## config.mk

```make
export PLATFORM = sky130hd
export DESIGN_NAME = apb_request_arbiter
export DESIGN_NICKNAME = d
export VERILOG_FILES = /design/src/rtl/apb_request_arbiter.sv
export SDC_FILE = /design/constraint.sdc
export NUM_CORES = 1
export LEC_CHECK = 0
export ABC_AREA = 1
export CAP_MARGIN = 30
export CORE_MARGIN = 3
export CORE_UTILIZATION = 49
export DETAILED_ROUTE_END_ITERATION = 6
export PLACE_DENSITY = 0.89
export SYNTH_ARGS = -nofsm -noshare
export SYNTH_HDL_FRONTEND = slang
export SYNTH_SLANG_ARGS = --single-unit
```

## constraint.sdc

```tcl
create_clock -name clk -period 3.02 [get_ports clk]
set_input_delay 0.604 -clock clk [delete_from_list [all_inputs] [get_ports clk]]
set_output_delay 0.604 -clock clk [all_outputs]
set_load 0.005 [all_outputs]
```

## src/rtl/apb_request_arbiter.sv

```systemverilog
// Round-robin arbiter that shares one APB master between NUM_REQ requesters.
// The winner's command is latched, the master gets a single start pulse with
// sel held until the completing cycle, and the winner gets rdata plus exactly
// one done or err pulse. A watchdog aborts transfers that never complete.
module apb_request_arbiter #(
    parameter int NUM_REQ = 2,
    parameter int ADDR_W  = 8,
    parameter int DATA_W  = 8,
    parameter int SEL_W   = 2,
    parameter int TIMEOUT = 16
) (
    input  logic                      clk,
    input  logic                      reset,
    input  logic [NUM_REQ-1:0]        req_valid,
    input  logic [NUM_REQ-1:0]        req_write,
    input  logic [NUM_REQ*ADDR_W-1:0] req_addr,
    input  logic [NUM_REQ*DATA_W-1:0] req_wdata,
    input  logic [NUM_REQ*SEL_W-1:0]  req_sel,
    output logic [NUM_REQ-1:0]        req_grant,
    output logic [NUM_REQ-1:0]        req_done,
    output logic [NUM_REQ-1:0]        req_err,
    output logic [DATA_W-1:0]         req_rdata,
    output logic                      m_start,
    output logic                      m_write,
    output logic [ADDR_W-1:0]         m_addr,
    output logic [DATA_W-1:0]         m_wdata,
    output logic [SEL_W-1:0]          m_sel,
    input  logic [DATA_W-1:0]         m_rdata,
    input  logic                      m_stable,
    output logic                      busy
);

    localparam int PTR_W = $clog2(NUM_REQ);
    // A zero-width counter is illegal, so a disabled watchdog keeps one idle bit.
    localparam int WD_W = (TIMEOUT > 0) ? $clog2(TIMEOUT + 1) : 1;
    localparam logic [WD_W-1:0]  WD_LAST = WD_W'((TIMEOUT > 0) ? TIMEOUT - 1 : 0);
    localparam logic [PTR_W-1:0] PTR_RST = PTR_W'(NUM_REQ - 1);

    typedef enum logic [2:0] {S_IDLE, S_START, S_WAIT, S_DONE, S_ABORT} state_t;

    state_t state, state_d;

    logic [PTR_W-1:0]   rr_ptr, rr_ptr_d;
    logic               cmd_write, cmd_write_d;
    logic [ADDR_W-1:0]  cmd_addr, cmd_addr_d;
    logic [DATA_W-1:0]  cmd_wdata, cmd_wdata_d;
    logic [SEL_W-1:0]   cmd_sel, cmd_sel_d;
    logic [WD_W-1:0]    wd_cnt, wd_cnt_d;

    logic [NUM_REQ-1:0] grant_d, done_d, err_d;
    logic [DATA_W-1:0]  rdata_d, m_wdata_d;
    logic               m_start_d, m_write_d, busy_d;
    logic [ADDR_W-1:0]  m_addr_d;
    logic [SEL_W-1:0]   m_sel_d;

    logic               found;
    logic [PTR_W-1:0]   win_idx;
    logic [PTR_W:0]     cand;
    logic               win_write;
    logic [ADDR_W-1:0]  win_addr;
    logic [DATA_W-1:0]  win_wdata;
    logic [SEL_W-1:0]   win_sel;

    // Round-robin search: first valid requester after the previous winner.
    always_comb begin
        found   = 1'b0;
        win_idx = rr_ptr;
        cand    = '0;
        for (int k = 1; k <= NUM_REQ; k++) begin
            cand = {1'b0, rr_ptr} + (PTR_W + 1)'(k);
            if (cand >= (PTR_W + 1)'(NUM_REQ)) begin
                cand = cand - (PTR_W + 1)'(NUM_REQ);
            end
            if (!found && req_valid[cand[PTR_W-1:0]]) begin
                found   = 1'b1;
                win_idx = cand[PTR_W-1:0];
            end
        end
    end

    // Unpack the winning requester's command fields.
    always_comb begin
        win_write = 1'b0;
        win_addr  = '0;
        win_wdata = '0;
        win_sel   = '0;
        for (int i = 0; i < NUM_REQ; i++) begin
            if (win_idx == PTR_W'(i)) begin
                win_write = req_write[i];
                win_addr  = req_addr[i*ADDR_W +: ADDR_W];
                win_wdata = req_wdata[i*DATA_W +: DATA_W];
                win_sel   = req_sel[i*SEL_W +: SEL_W];
            end
        end
    end

    // Next-state and next-output decode; every output is registered below.
    always_comb begin
        // NOTE: every signal gets a default here so no path leaves one unassigned and infers a latch.
        state_d     = state;
        rr_ptr_d    = rr_ptr;
        cmd_write_d = cmd_write;
        cmd_addr_d  = cmd_addr;
        cmd_wdata_d = cmd_wdata;
        cmd_sel_d   = cmd_sel;
        wd_cnt_d    = wd_cnt;
        grant_d     = req_grant;
        done_d      = '0;
        err_d       = '0;
        rdata_d     = req_rdata;
        m_start_d   = 1'b0;
        m_write_d   = m_write;
        m_addr_d    = m_addr;
        m_wdata_d   = m_wdata;
        m_sel_d     = m_sel;

        unique case (state)
            S_IDLE: begin
                if (found) begin
                    state_d     = S_START;
                    rr_ptr_d    = win_idx;
                    cmd_write_d = win_write;
                    cmd_addr_d  = win_addr;
                    cmd_wdata_d = win_wdata;
                    cmd_sel_d   = win_sel;
                    grant_d     = NUM_REQ'(1) << win_idx;
                end
            end
            S_START: begin
                state_d   = S_WAIT;
                m_start_d = 1'b1;
                m_write_d = cmd_write;
                m_addr_d  = cmd_addr;
                m_wdata_d = cmd_wdata;
                m_sel_d   = cmd_sel;
                wd_cnt_d  = '0;
            end
            S_WAIT: begin
                // A completion in the same cycle as the timeout wins.
                if (m_stable) begin
                    state_d = S_DONE;
                    rdata_d = m_rdata;
                end else if (TIMEOUT != 0 && wd_cnt == WD_LAST) begin
                    state_d = S_ABORT;
                end else if (wd_cnt != {WD_W{1'b1}}) begin
                    wd_cnt_d = wd_cnt + 1'b1;
                end
            end
            S_DONE: begin
                state_d = S_IDLE;
                done_d  = NUM_REQ'(1) << rr_ptr;
                grant_d = '0;
                m_sel_d = '0;
            end
            S_ABORT: begin
                state_d = S_IDLE;
                err_d   = NUM_REQ'(1) << rr_ptr;
                grant_d = '0;
                m_sel_d = '0;
            end
            default: state_d = S_IDLE;
        endcase

        busy_d = (state_d != S_IDLE);
    end

    // State register.
    always_ff @(posedge clk or negedge reset) begin
        // NOTE: sequential state uses non-blocking assignments so all flops update together at the edge.
        if (!reset) begin
            state <= S_IDLE;
        end else begin
            state <= state_d;
        end
    end

    // Command latches, watchdog and registered outputs.
    always_ff @(posedge clk or negedge reset) begin
        // NOTE: the command latches are reset too, so nothing downstream ever sees X after reset.
        if (!reset) begin
            rr_ptr    <= PTR_RST;
            cmd_write <= 1'b0;
            cmd_addr  <= '0;
            cmd_wdata <= '0;
            cmd_sel   <= '0;
            wd_cnt    <= '0;
            req_grant <= '0;
            req_done  <= '0;
            req_err   <= '0;
            req_rdata <= '0;
            m_start   <= 1'b0;
            m_write   <= 1'b0;
            m_addr    <= '0;
            m_wdata   <= '0;
            m_sel     <= '0;
            busy      <= 1'b0;
        end else begin
            rr_ptr    <= rr_ptr_d;
            cmd_write <= cmd_write_d;
            cmd_addr  <= cmd_addr_d;
            cmd_wdata <= cmd_wdata_d;
            cmd_sel   <= cmd_sel_d;
            wd_cnt    <= wd_cnt_d;
            req_grant <= grant_d;
            req_done  <= done_d;
            req_err   <= err_d;
            req_rdata <= rdata_d;
            m_start   <= m_start_d;
            m_write   <= m_write_d;
            m_addr    <= m_addr_d;
            m_wdata   <= m_wdata_d;
            m_sel     <= m_sel_d;
            busy      <= busy_d;
        end
    end

endmodule
```

## Word level (Yosys, flattened, before mapping)

Index checks and enable logic that the tools add are counted.

| storage, ports and cells | value |
|---|---|
| register bits | 63 |
| bits in latches | 0 |
| memory bits (writable) | 0 |
| ROM bits | 0 |
| bits of input ports | 51 |
| output and inout port bits | 35 |
| word-level logic and storage cells | 78 |
| memories kept | 0 |

| cells by class | value |
|---|---|
| add/subtract/negate cells | 5 |
| multiply operators | 0 |
| divide/modulo/power cells | 0 |
| magnitude comparators | 4 |
| equality and inequality tests | 10 |
| shift-type cells | 2 |
| muxes and demuxes | 28 |
| bitwise operators | 0 |
| reductions and logical operators | 12 |

Operators by type and width:

| kind | count |
|---|---|
| two-way mux 8 bit | 2 |
| two-way mux 5 bit | 3 |
| two-way mux 1 bit | 12 |
| one-hot mux 5 bit (2 select lines) | 1 |
| two-way mux 3 bit | 3 |
| one-hot mux 3 bit (3 select lines) | 1 |
| two-way mux 2 bit | 4 |
| inequality test 2 bit, second input constant | 4 |
| one-hot mux 2 bit (2 select lines) | 2 |
| == test 3 x 2 -> 1 bit, second input constant | 2 |
| AND reduction 2 bit | 3 |
| nonzero test 2 bit | 3 |
| adder 5 x 1 -> 5 bit, second input constant | 1 |
| == test 5 x 4 -> 1 bit, second input constant | 1 |
| inequality test 5 bit, second input constant | 1 |
| greater-or-equal comparator 2 bit, second input constant | 2 |
| < comparator 1 x 2 -> 1 bit, second input constant | 2 |
| AND reduction 4 bit | 1 |
| left shift 1 x 1 -> 2 bit, first input constant | 2 |
| == test 3 x 1 -> 1 bit, second input constant | 1 |
| == test 3 bit, second input constant | 1 |
| zero test 3 bit | 1 |
| nonzero test 3 bit | 1 |
| adder 1 x 1 -> 2 bit, second input constant | 1 |
| 5 further kinds | 6 |

## Longest topological paths before layout

Gate-level depths: netlist (run 1).

| logic depth | value |
|---|---|
| depth in word-level cells | 12 |
| depth in mapped cells | 10 |
| gate-level depth less buffers | 10 |

## Worst setup path after synthesis (run 1)

No wires, ideal clock.

| timing | value |
|---|---|
| kind | register to register |
| start point | register wd_cnt[0] |
| end point | register wd_cnt[1] |
| arrival time | 1.378 ns |
| path slack | 1.524 ns |
| cell stages (with the launch flop) | 9 |
| path buffers | 0 |
| cells stage by stage | dfrtp_1 ha_1 nand2_1 nor2_1 ha_1 o21ai_2 nand2_1 nand2_1 nand2_1 |

| between the ends | value |
|---|---|
| word-level cells in the longest chain between the ends | 5 |

RTL lines:

| element | RTL line | source |
|---|---|---|
| from (decl) | 48 | `logic [WD_W-1:0] wd_cnt, wd_cnt_d;` |
| from (signal assigned) | 203 | `wd_cnt <= wd_cnt_d;` |
| adder 5 x 1 -> 5 bit | 146 | `wd_cnt_d = wd_cnt + 1'b1;` |
| two-way mux 5 bit | 145 | `end else if (wd_cnt != {WD_W{1'b1}}) begin` |
| two-way mux 5 bit | 143 | `end else if (TIMEOUT != 0 && wd_cnt == WD_LAST) begin` |
| two-way mux 5 bit | 140 | `if (m_stable) begin` |
| one-hot mux 5 bit (2 select lines) | 117 | `unique case (state)` |

Parallel ways exist; a longest one is shown, timed or not. The select of a mux whose other input is x is not followed.
A chain may end at the register's enable or synchronous reset.

## Worst setup path in the final report (run 1)

| timing | value |
|---|---|
| start point | input req_valid[1] |
| end point | register rr_ptr |

| between the ends | value |
|---|---|
| word-level cells in the longest chain between the ends | 7 |

RTL lines:

| element | RTL line | source |
|---|---|---|
| from (decl) | 14 | `input logic [NUM_REQ-1:0] req_valid,` |
| two-way mux 1 bit (implied by the code) (2 in a row) | 74 | `if (!found && req_valid[cand[PTR_W-1:0]]) begin` |
| two-way mux 1 bit | 74 |  |
| zero test 1 bit | 74 |  |
| logical AND 1 bit | 74 |  |
| two-way mux 1 bit | 74 |  |
| AND reduction 2 bit (no line) | -- |  |
| to (signal assigned) | 198 | `rr_ptr <= rr_ptr_d;` |
| to (decl) | 43 | `logic [PTR_W-1:0] rr_ptr, rr_ptr_d;` |

Parallel ways exist; a longest one is shown, timed or not. The select of a mux whose other input is x is not followed.

==> results.cfg, run 1 <==
[outcome]
status = complete, no violations

[clocking]
htreeDepth = 3
root_buffer = clkbuf_8
numClockSinks = 63
cts_tree = done
ctsHoldBuffers = 0
cts_setup_buffers = 0
clk_latency_ns = 0.34
clk_pin_slew_worst_paths_ns = 0.07
cts_resized = 0
clock_path_buffers = 2
numCtsBuffers = 9

[floorplan]
core_mm2 = 0.00520
row_count = 26
ios = 86
dieArea_mm2 = 0.00639
initial_core_util = 0.514
die_w_um = 79.9
die_h_um = 79.9

[logic_synthesis]
synth.distinct_cells = 25
yosys_warnings = 0
yosys_register_bits = 63
netlist_area_mm2 = 0.00268
synth_edf_count = 0
syn_area_per_cell_um2 = 8.67
postSynthCellCount = 309
ys_seq_area_frac = 0.589
postSynth.asyncResetShare = 1.00
synthFlopType = dfrtp_1
synthesis.nets = 363

[drt]
wl_per_cell_um = 14.1
drc = 0
vias = 2415
finalWirelength_um = 6650
drt-initial-drc-count = 124
drtAntennaViolNets = 0
viasPerCell = 5.13
first_pass_iters = 4

[hold_path]
hold_class = input pin to asynchronous set/reset pin

[sta]
finalSetupViolations = 0
skew_ns = 0.00911
slew-limit-headroom = 0.486
finalHoldViolations = 0
worstMarginPinSlew_ns = 0.771
max_freq_mhz = 513
slew_viol_final = 0
fin_ws_ns = 1.07
post-route-period-util = 0.645
whs_ns = 0.341
rsz0062_at_grt = no
setup_tns_ns = 0
fin_crit_ns = 1.95

[worst_setup_path]
worstSetupPathType = input pin to flop
cp_max_fo = 23
crit_path_end_kind = flop
crit_arrival_ns = 2.21
worst-r2r-cell-count = 6
regToRegStartpoint = state[1]$_DFF_PN0_
start_kind = input pin
worst_ep_required_time_ns = 3.28
r2r-end = m_wdata[6]$_DFFE_PN0P_
r2r_slack_ns = 1.12

[finish]
areaGrowthSynthToFinish_pct = 41.4
num-fill-cells = 417
finalNetCount = 450
multi_input_area_um2 = 975
n_antenna_cell = 0
ff_latch_area_mm2 = 0.00158
drive_gt1_frac = 0.0773

[global_routing]
grt_usage = 0.223
grt_pass1_vias = 2322
grt_pass1_wl_um = 10900
grt_max_degree = 35
antenna_found_initial = 0
overflow = 0

[power_and_ir_drop]
power_density_mw_per_mm2 = 968
p_leak_nw = 1.81
vdd_drop_max_v = 0.000548

[placement]
gp_congestion = 0.808
hpwl_um = 4720
portBuffers = 85
place_ws_ns = 0.769

[flow_run]
drv_cap = 0
-- per-stage QoR --
stage               total power (W)  std cells  utilization  instance area [um2]
floorplan                   0.00219        309            -                 2680
global placement            0.00279        455        0.685                 3560
detailed placement          0.00285        455        0.685                 3560
CTS                         0.00369        471        0.727                 3790
global route                0.00395        471        0.727                 3790
finish                      0.00366        471        0.727                 3790
-- cells in the final DEF (no fill, tap or decap), types with 3 or more instances in the layout --
master / instances
o21ai_0: 19
clkdlybuf4s50_1: 84
nor2_1: 32
buf_4: 4
o21ai_1: 22
clkbuf_8: 10
nand2_1: 112
clkinv_2: 3
ha_1: 3
nand3_1: 19
inv_1: 11
dfrtp_1: 62
-- routing by layer --
metal / GRT usage / part of all wire / routed length, um
met5: 0 / 0 / 0
met3: 0.0395 / 0.053 / 351
met4: 0.110 / 0.026 / 176
met2: 0.368 / 0.52 / 3430
met1: 0.281 / 0.41 / 2690
-- state kept, by name (all words and copies together), names as in the netlist, 2 cells and up --
register   flops
m_sel          2
req_rdata      8
m_wdata        8
req_err        2
req_done       2
req_grant      2
cmd_sel        2
m_addr         8
cmd_addr       8
cmd_wdata      8
state          3
wd_cnt         5
-- worst max path at each step --
stage	to	from	slack (ns)	depth (start not counted)
detailed placement	rr_ptr$_DFFE_PN1P_	req_valid[1]	0.77	7
finish	rr_ptr$_DFFE_PN1P_	req_valid[1]	1.07	7
CTS	m_wdata[6]$_DFFE_PN0P_	state[1]$_DFF_PN0_	1.10	6
global placement	rr_ptr$_DFFE_PN1P_	req_valid[1]	0.81	7
global route	rr_ptr$_DFFE_PN1P_	req_valid[1]	0.90	7
floorplan	wd_cnt[1]$_DFFE_PN0P_	wd_cnt[0]$_DFFE_PN0P_	1.52	8
-- synthesized netlist by cell type, drive strengths merged (2+ instances only) --
| library cell | n | area, um2 |
|---|---|---|
| nor3 | 2 | 15.0 |
| dfrtp | 62 | 1550 |
| nand2 | 114 | 433 |
| inv | 13 | 48.8 |
| nand3 | 19 | 95.1 |
| buf | 10 | 63.8 |
| nor2 | 34 | 138 |
| nand4 | 2 | 12.5 |
| ha | 3 | 37.5 |
| clkbuf | 3 | 12.5 |
| o21ai | 43 | 223 |
-- logic make-up (layout without fill, tap and decap cells) --
family | count (synthesis) | count (layout) | synth area share
xor gates and xnor gates | 1 | 1 | 0.00327
DFF | 63 | 63 | 0.589
AOI/OAI and AO/OA | 44 | 44 | 0.0850
adders and majority gates | 3 | 3 | 0.0140
and+or+nand+nor | 172 | 172 | 0.262
buffers and inverters | 26 | 118 | 0.0467
-- report_power, final --
| group | total (W) | internal, W | switching [W] |
|---|---|---|---|
| logic | 0.00143 | 0.000660 | 0.000773 |
| registers | 0.00142 | 0.00121 | 0.000209 |
| clock network | 0.000813 | 0.000484 | 0.000329 |
| total | 0.00366 | 0.00235 | 0.00131 |
-- final cells by class --
cell class                      count  share of cell area
Clock buffer                       10              0.0364
Clock inverter                      6              0.0221
Inverter                           13              0.0129
Multi-Input combinational cell    220               0.257
Sequential cell                    63               0.417
Tap cell                           70              0.0231
Timing Repair Buffer               89               0.231
-- worst max-delay path: stages --
cell and delay, ns:
clkdlybuf4s50_1 0.49, nor2_1 0.09, nor2_4 0.38, inv_2 0.29, nor2_1 0.20, inv_1 0.07
o21ai_0 0.07
Note: power is estimated with default switching activity, not from simulation.
==> run 2, diff against run 1 <==
--- a/config.mk
+++ b/config.mk
@@ -8,9 +8,9 @@
 export ABC_AREA = 1
 export CAP_MARGIN = 30
 export CORE_MARGIN = 3
-export CORE_UTILIZATION = 49
+export CORE_UTILIZATION = 46
 export DETAILED_ROUTE_END_ITERATION = 6
-export PLACE_DENSITY = 0.89
+export PLACE_DENSITY = 0.85
 export SYNTH_ARGS = -nofsm -noshare
 export SYNTH_HDL_FRONTEND = slang
 export SYNTH_SLANG_ARGS = --single-unit
==> constraint.sdc (replaced) <==
create_clock -name clk -period 2 [get_ports clk]
set_input_delay 0.4 -clock clk [delete_from_list [all_inputs] [get_ports clk]]
set_output_delay 0.4 -clock clk [all_outputs]
set_load 0.005 [all_outputs]
==> run 2 against run 1 <==
Effect of this change: clock skew is 0.0016 ns lower; via count is 1.7% lower; critical path depth is 2 lower; sequential power is 51% higher; worst hold slack worse by 0.28 ns.
==> results.cfg, run 2 (same netlist as run 1, synthesis figures left out) <==
[outcome]
status = complete, no violations

[drt]
finalWirelength_um = 6480
first_pass_iters = 4
vias = 2374
wl_per_cell_um = 13.6
drt-initial-drc-count = 177
viasPerCell = 4.99
drc = 0
drtAntennaViolNets = 0

[sta]
slew-limit-headroom = 0.553
finalHoldViolations = 0
fin_crit_ns = 1.76
post-route-period-util = 0.879
setup_tns_ns = 0
rsz0062_at_grt = no
worstMarginPinSlew_ns = 0.669
max_freq_mhz = 569
slew_viol_final = 0
finalSetupViolations = 0
whs_ns = 0.0606
skew_ns = 0.00748

[power_and_ir_drop]
seqPwrFrac = 0.404
power_density_mw_per_mm2 = 1400
combPwrFrac = 0.421
p_total_w = 0.00530
netSwitchingFraction = 0.365
p_switching_w = 0.00193
vdd_drop_max_v = 0.000664
p_clk_frac = 0.175
p_leak_nw = 1.81
p_int_w = 0.00337

[floorplan]
ios = 86
row_count = 27
die_h_um = 82.3
initial_core_util = 0.480
core_mm2 = 0.00557
dieArea_mm2 = 0.00677
die_w_um = 82.3

[clocking]
cts_tree = done
numClockSinks = 63
clk_pin_slew_worst_paths_ns = 0.07
htreeDepth = 3
clk_latency_ns = 0.33
numCtsBuffers = 9
cts_resized = 0
cts_setup_buffers = 0
root_buffer = clkbuf_8
ctsHoldBuffers = 0
clock_path_buffers = 2

[global_routing]
top_usage_layer = met2
grt_pass1_wl_um = 10500
grtUsageMet2 = 0.341
antenna_found_initial = 0
grt_pass1_vias = 2318
grt_usage = 0.208
grt_max_degree = 64
grtUsageMet3 = 0.0456
overflow = 0
use_met1 = 0.255

[finish]
most-common-layout-cells = 112 x nand2_1, 84 x clkdlybuf4s50_1, 62 x dfrtp_1
n_antenna_cell = 0
drive_gt1_frac = 0.0817
fin_cells = 476
areaGrowthSynthToFinish_pct = 41.4
finalNetCount = 454
finalInstanceArea_mm2 = 0.00379
final_common_cell = nand2_1

[placement]
place_area_mm2 = 0.00362
hpwl_um = 4630
gp_congestion = 0.811
portBuffers = 85
post-place-cells = 461

[worst_setup_path]
start_kind = flop
cp_max_fo = 20
crit_arrival_ns = 2.03
worstSetupPathType = flop to flop
worst_ep_required_time_ns = 2.27
worst-r2r-cell-count = 5
crit_path_end_kind = flop

[hold_path]
hold_class = input pin to asynchronous set/reset pin

[flow_run]
drv_cap = 0
## run 2: changes by cell type in the layout (fill, tap and decap cells not counted), sizes merged
cell / delta
buf: +4
bufinv: -2
clkbuf: +1
clkinv: -1
clkinvlp: +1
## run 2: worst max-delay path, stage by stage (launching register included)
cell and delay [ns]:
dfrtp_1 0.41, inv_1 0.12, nand3_1 0.31, inv_1 0.63
nand2_1 0.13, nand2_1 0.10
## run 2: power groups by stage
stage	Sequential, W	Clock (W)	Combinational (W)
after global placement	0.00214	0	0.00218
after CTS	0.00214	0.000948	0.00226
final	0.00214	0.000929	0.00223
after floorplan	0.00213	0	0.00118
after detailed placement	0.00216	0	0.00225
after global routing	0.00220	0.00101	0.00251
## run 2: final timing paths
check                                         start                        to  slack, ns
max                              state[1]$_DFF_PN0_      m_sel[1]$_DFFE_PN0P_       0.24
min                                           reset     m_addr[4]$_DFFE_PN0P_       0.06
max reg2reg                      state[1]$_DFF_PN0_      m_sel[1]$_DFFE_PN0P_       0.24
min reg2reg                req_rdata[3]$_DFFE_PN0P_  req_rdata[3]$_DFFE_PN0P_       0.47
max in group asynchronous                     reset        rr_ptr$_DFFE_PN1P_       1.63
min in group clk           req_rdata[3]$_DFFE_PN0P_  req_rdata[3]$_DFFE_PN0P_       0.47
## run 2: layout make-up
| class | count | area, um2 |
|---|---|---|
| Inverter | 13 | 48.8 |
| Tap cell | 72 | 90.1 |
| Fill cell | 446 | 1790 |
| Multi-Input combinational cell | 220 | 975 |
| Clock inverter | 4 | 22.5 |
| Clock buffer | 11 | 141 |
| Timing Repair Buffer | 93 | 931 |
| Sequential cell | 63 | 1580 |
## run 2: layer usage
| layer | vias to the layer above | share of wire |
|---|---|---|
| li1 | 1167 | - |
| met1 | 1112 | 0.40 |
| met2 | 79 | 0.52 |
| met3 | 16 | 0.052 |
| met4 | 0 | 0.028 |
| met5 | - | 0 |
## run 2: stage by stage
stage	setup slack (ns)	utilization
after floorplan	0.504	-
after global placement	0.295	0.650
after detailed placement	0.231	0.650
after CTS	0.222	0.679
after global routing	0.0469	0.679
final	0.242	0.679
==> run 3, diff against run 2 <==
==> constraint.sdc (replaced) <==
create_clock -name clk -period 2 [get_ports clk]
set_input_delay 0.2 -clock clk [delete_from_list [all_inputs] [get_ports clk]]
set_output_delay 0.2 -clock clk [all_outputs]
set_load 0.005 [all_outputs]
==> run 3 against run 2 <==
Effect of this change: power grew 0.83%; via count grew 0.67%; die area is the same; global-route usage is essentially flat; sequential share of layout area shrank 0.096 points; final area grew 0.23%; cell count grew 0.42%; critical path type unchanged.
==> results.cfg, run 3 (same netlist as run 1, synthesis figures left out) <==
[drt]
first_pass_iters = 4
finalWirelength_um = 6610
drtAntennaViolNets = 0
wl_per_cell_um = 13.8
drc = 0
viasPerCell = 5.00
drt-initial-drc-count = 99
vias = 2390

[power_and_ir_drop]
p_switching_w = 0.00199
p_clk_frac = 0.180
netSwitchingFraction = 0.372
vdd_drop_max_v = 0.000707
seqPwrFrac = 0.402
p_int_w = 0.00336
power_density_mw_per_mm2 = 1410
combPwrFrac = 0.418
p_leak_nw = 1.80

[floorplan]
ios = 86
die_w_um = 82.3
row_count = 27
dieArea_mm2 = 0.00677
initial_core_util = 0.480
die_h_um = 82.3
core_mm2 = 0.00557

[global_routing]
grt_usage = 0.209
grt_max_degree = 43
grt_pass1_wl_um = 10700
grt_pass1_vias = 2380
antenna_found_initial = 0
overflow = 0

[finish]
ff_latch_area_mm2 = 0.00158
finalNetCount = 455
most-common-layout-cells = 112 x nand2_1, 84 x clkdlybuf4s50_1, 62 x dfrtp_1
num-fill-cells = 455
multi_input_area_um2 = 975
final_common_cell = nand2_1
finalInstanceArea_mm2 = 0.00379
drive_gt1_frac = 0.0837
areaGrowthSynthToFinish_pct = 41.7
n_antenna_cell = 0

[worst_setup_path]
crit_arrival_ns = 1.94
crit_path_end_kind = flop
worstSetupPathType = flop to flop
worst_ep_required_time_ns = 2.22
start_kind = flop
cp_max_fo = 6

[sta]
finalHoldViolations = 0
slew_viol_final = 0
slew-limit-headroom = 0.580
finalSetupViolations = 0
worstMarginPinSlew_ns = 0.629
fin_crit_ns = 1.72
rsz0062_at_grt = no
setup_tns_ns = 0
post-route-period-util = 0.858
max_freq_mhz = 583
skew_ns = 0.00899

[hold_path]
hold_class = input pin to asynchronous set/reset pin

[outcome]
status = complete, no violations

[clocking]
cts_resized = 0
clk_pin_slew_worst_paths_ns = 0.07
htreeDepth = 3
ctsHoldBuffers = 1
numClockSinks = 63
clk_latency_ns = 0.33
numCtsBuffers = 9
clock_path_buffers = 2
root_buffer = clkbuf_8
cts_tree = done
cts_setup_buffers = 0

[placement]
hpwl_um = 4800
portBuffers = 85
place_area_mm2 = 0.00361
gp_congestion = 0.795

[flow_run]
drv_cap = 0
## run 3: cell type report
type                       instances  share of cell area
inverter                          13              0.0129
tap                               72              0.0237
sequential                        63               0.416
clock buffer                      11              0.0373
timing repair buffer              94               0.245
clock inverter                     5             0.00890
multi-input combinational        220               0.257
## run 3: path summary, 6_finish.rpt
path	startpoint	end	slack, ns	cells after the start
max	wd_cnt[0]$_DFFE_PN0P_	wd_cnt[2]$_DFFE_PN0P_	0.28	8
min	reset	m_addr[7]$_DFFE_PN0P_	0.38	2
max reg2reg	wd_cnt[0]$_DFFE_PN0P_	wd_cnt[2]$_DFFE_PN0P_	0.28	8
min reg2reg	req_rdata[0]$_DFFE_PN0P_	req_rdata[0]$_DFFE_PN0P_	0.47	2
max in group asynchronous	reset	wd_cnt[4]$_DFFE_PN0P_	1.02	3
min in group clk	m_rdata[7]	req_rdata[7]$_DFFE_PN0P_	0.42	3
## run 3: metrics by stage
| step | setup WS [ns] | util | cells | power [W] | hold WS, ns |
|---|---|---|---|---|---|
| global route | 0.151 | 0.681 | 478 | 0.00577 | 0.423 |
| detailed placement | 0.319 | 0.648 | 461 | 0.00440 | 0.204 |
| global placement | 0.425 | 0.648 | 461 | 0.00429 | 0.190 |
| CTS | 0.304 | 0.681 | 478 | 0.00539 | 0.393 |
| finish | 0.285 | 0.681 | 478 | 0.00534 | 0.382 |
| floorplan | 0.504 | - | 309 | 0.00331 | -0.0956 |
## run 3: layer usage
metal | global-route usage | up-vias | wire length [um] | share of wire
met3 | 0.0434 | 10 | 245 | 0.037
met4 | 0.0963 | 0 | 123 | 0.019
met1 | 0.250 | 1151 | 2770 | 0.42
met5 | 0 | - | 0 | 0
li1 | - | 1170 | - | -
met2 | 0.358 | 59 | 3480 | 0.53
## run 3: power by group through the flow
stage                     clock network, W  registers (W)  logic [W]
after floorplan                          0        0.00213    0.00118
after global routing               0.00105        0.00221    0.00251
final                             0.000964        0.00215    0.00223
after detailed placement                 0        0.00216    0.00224
after CTS                         0.000983        0.00214    0.00226
after global placement                   0        0.00214    0.00215
## run 3: worst max-delay path: stages (launching register included)
cell     delay, ns
dfrtp_1       0.43
ha_1          0.24
nand2_1       0.06
nor2_1        0.05
ha_1          0.20
o21ai_2       0.26
nand2_1       0.19
nand2_1       0.12
nand2_1       0.05
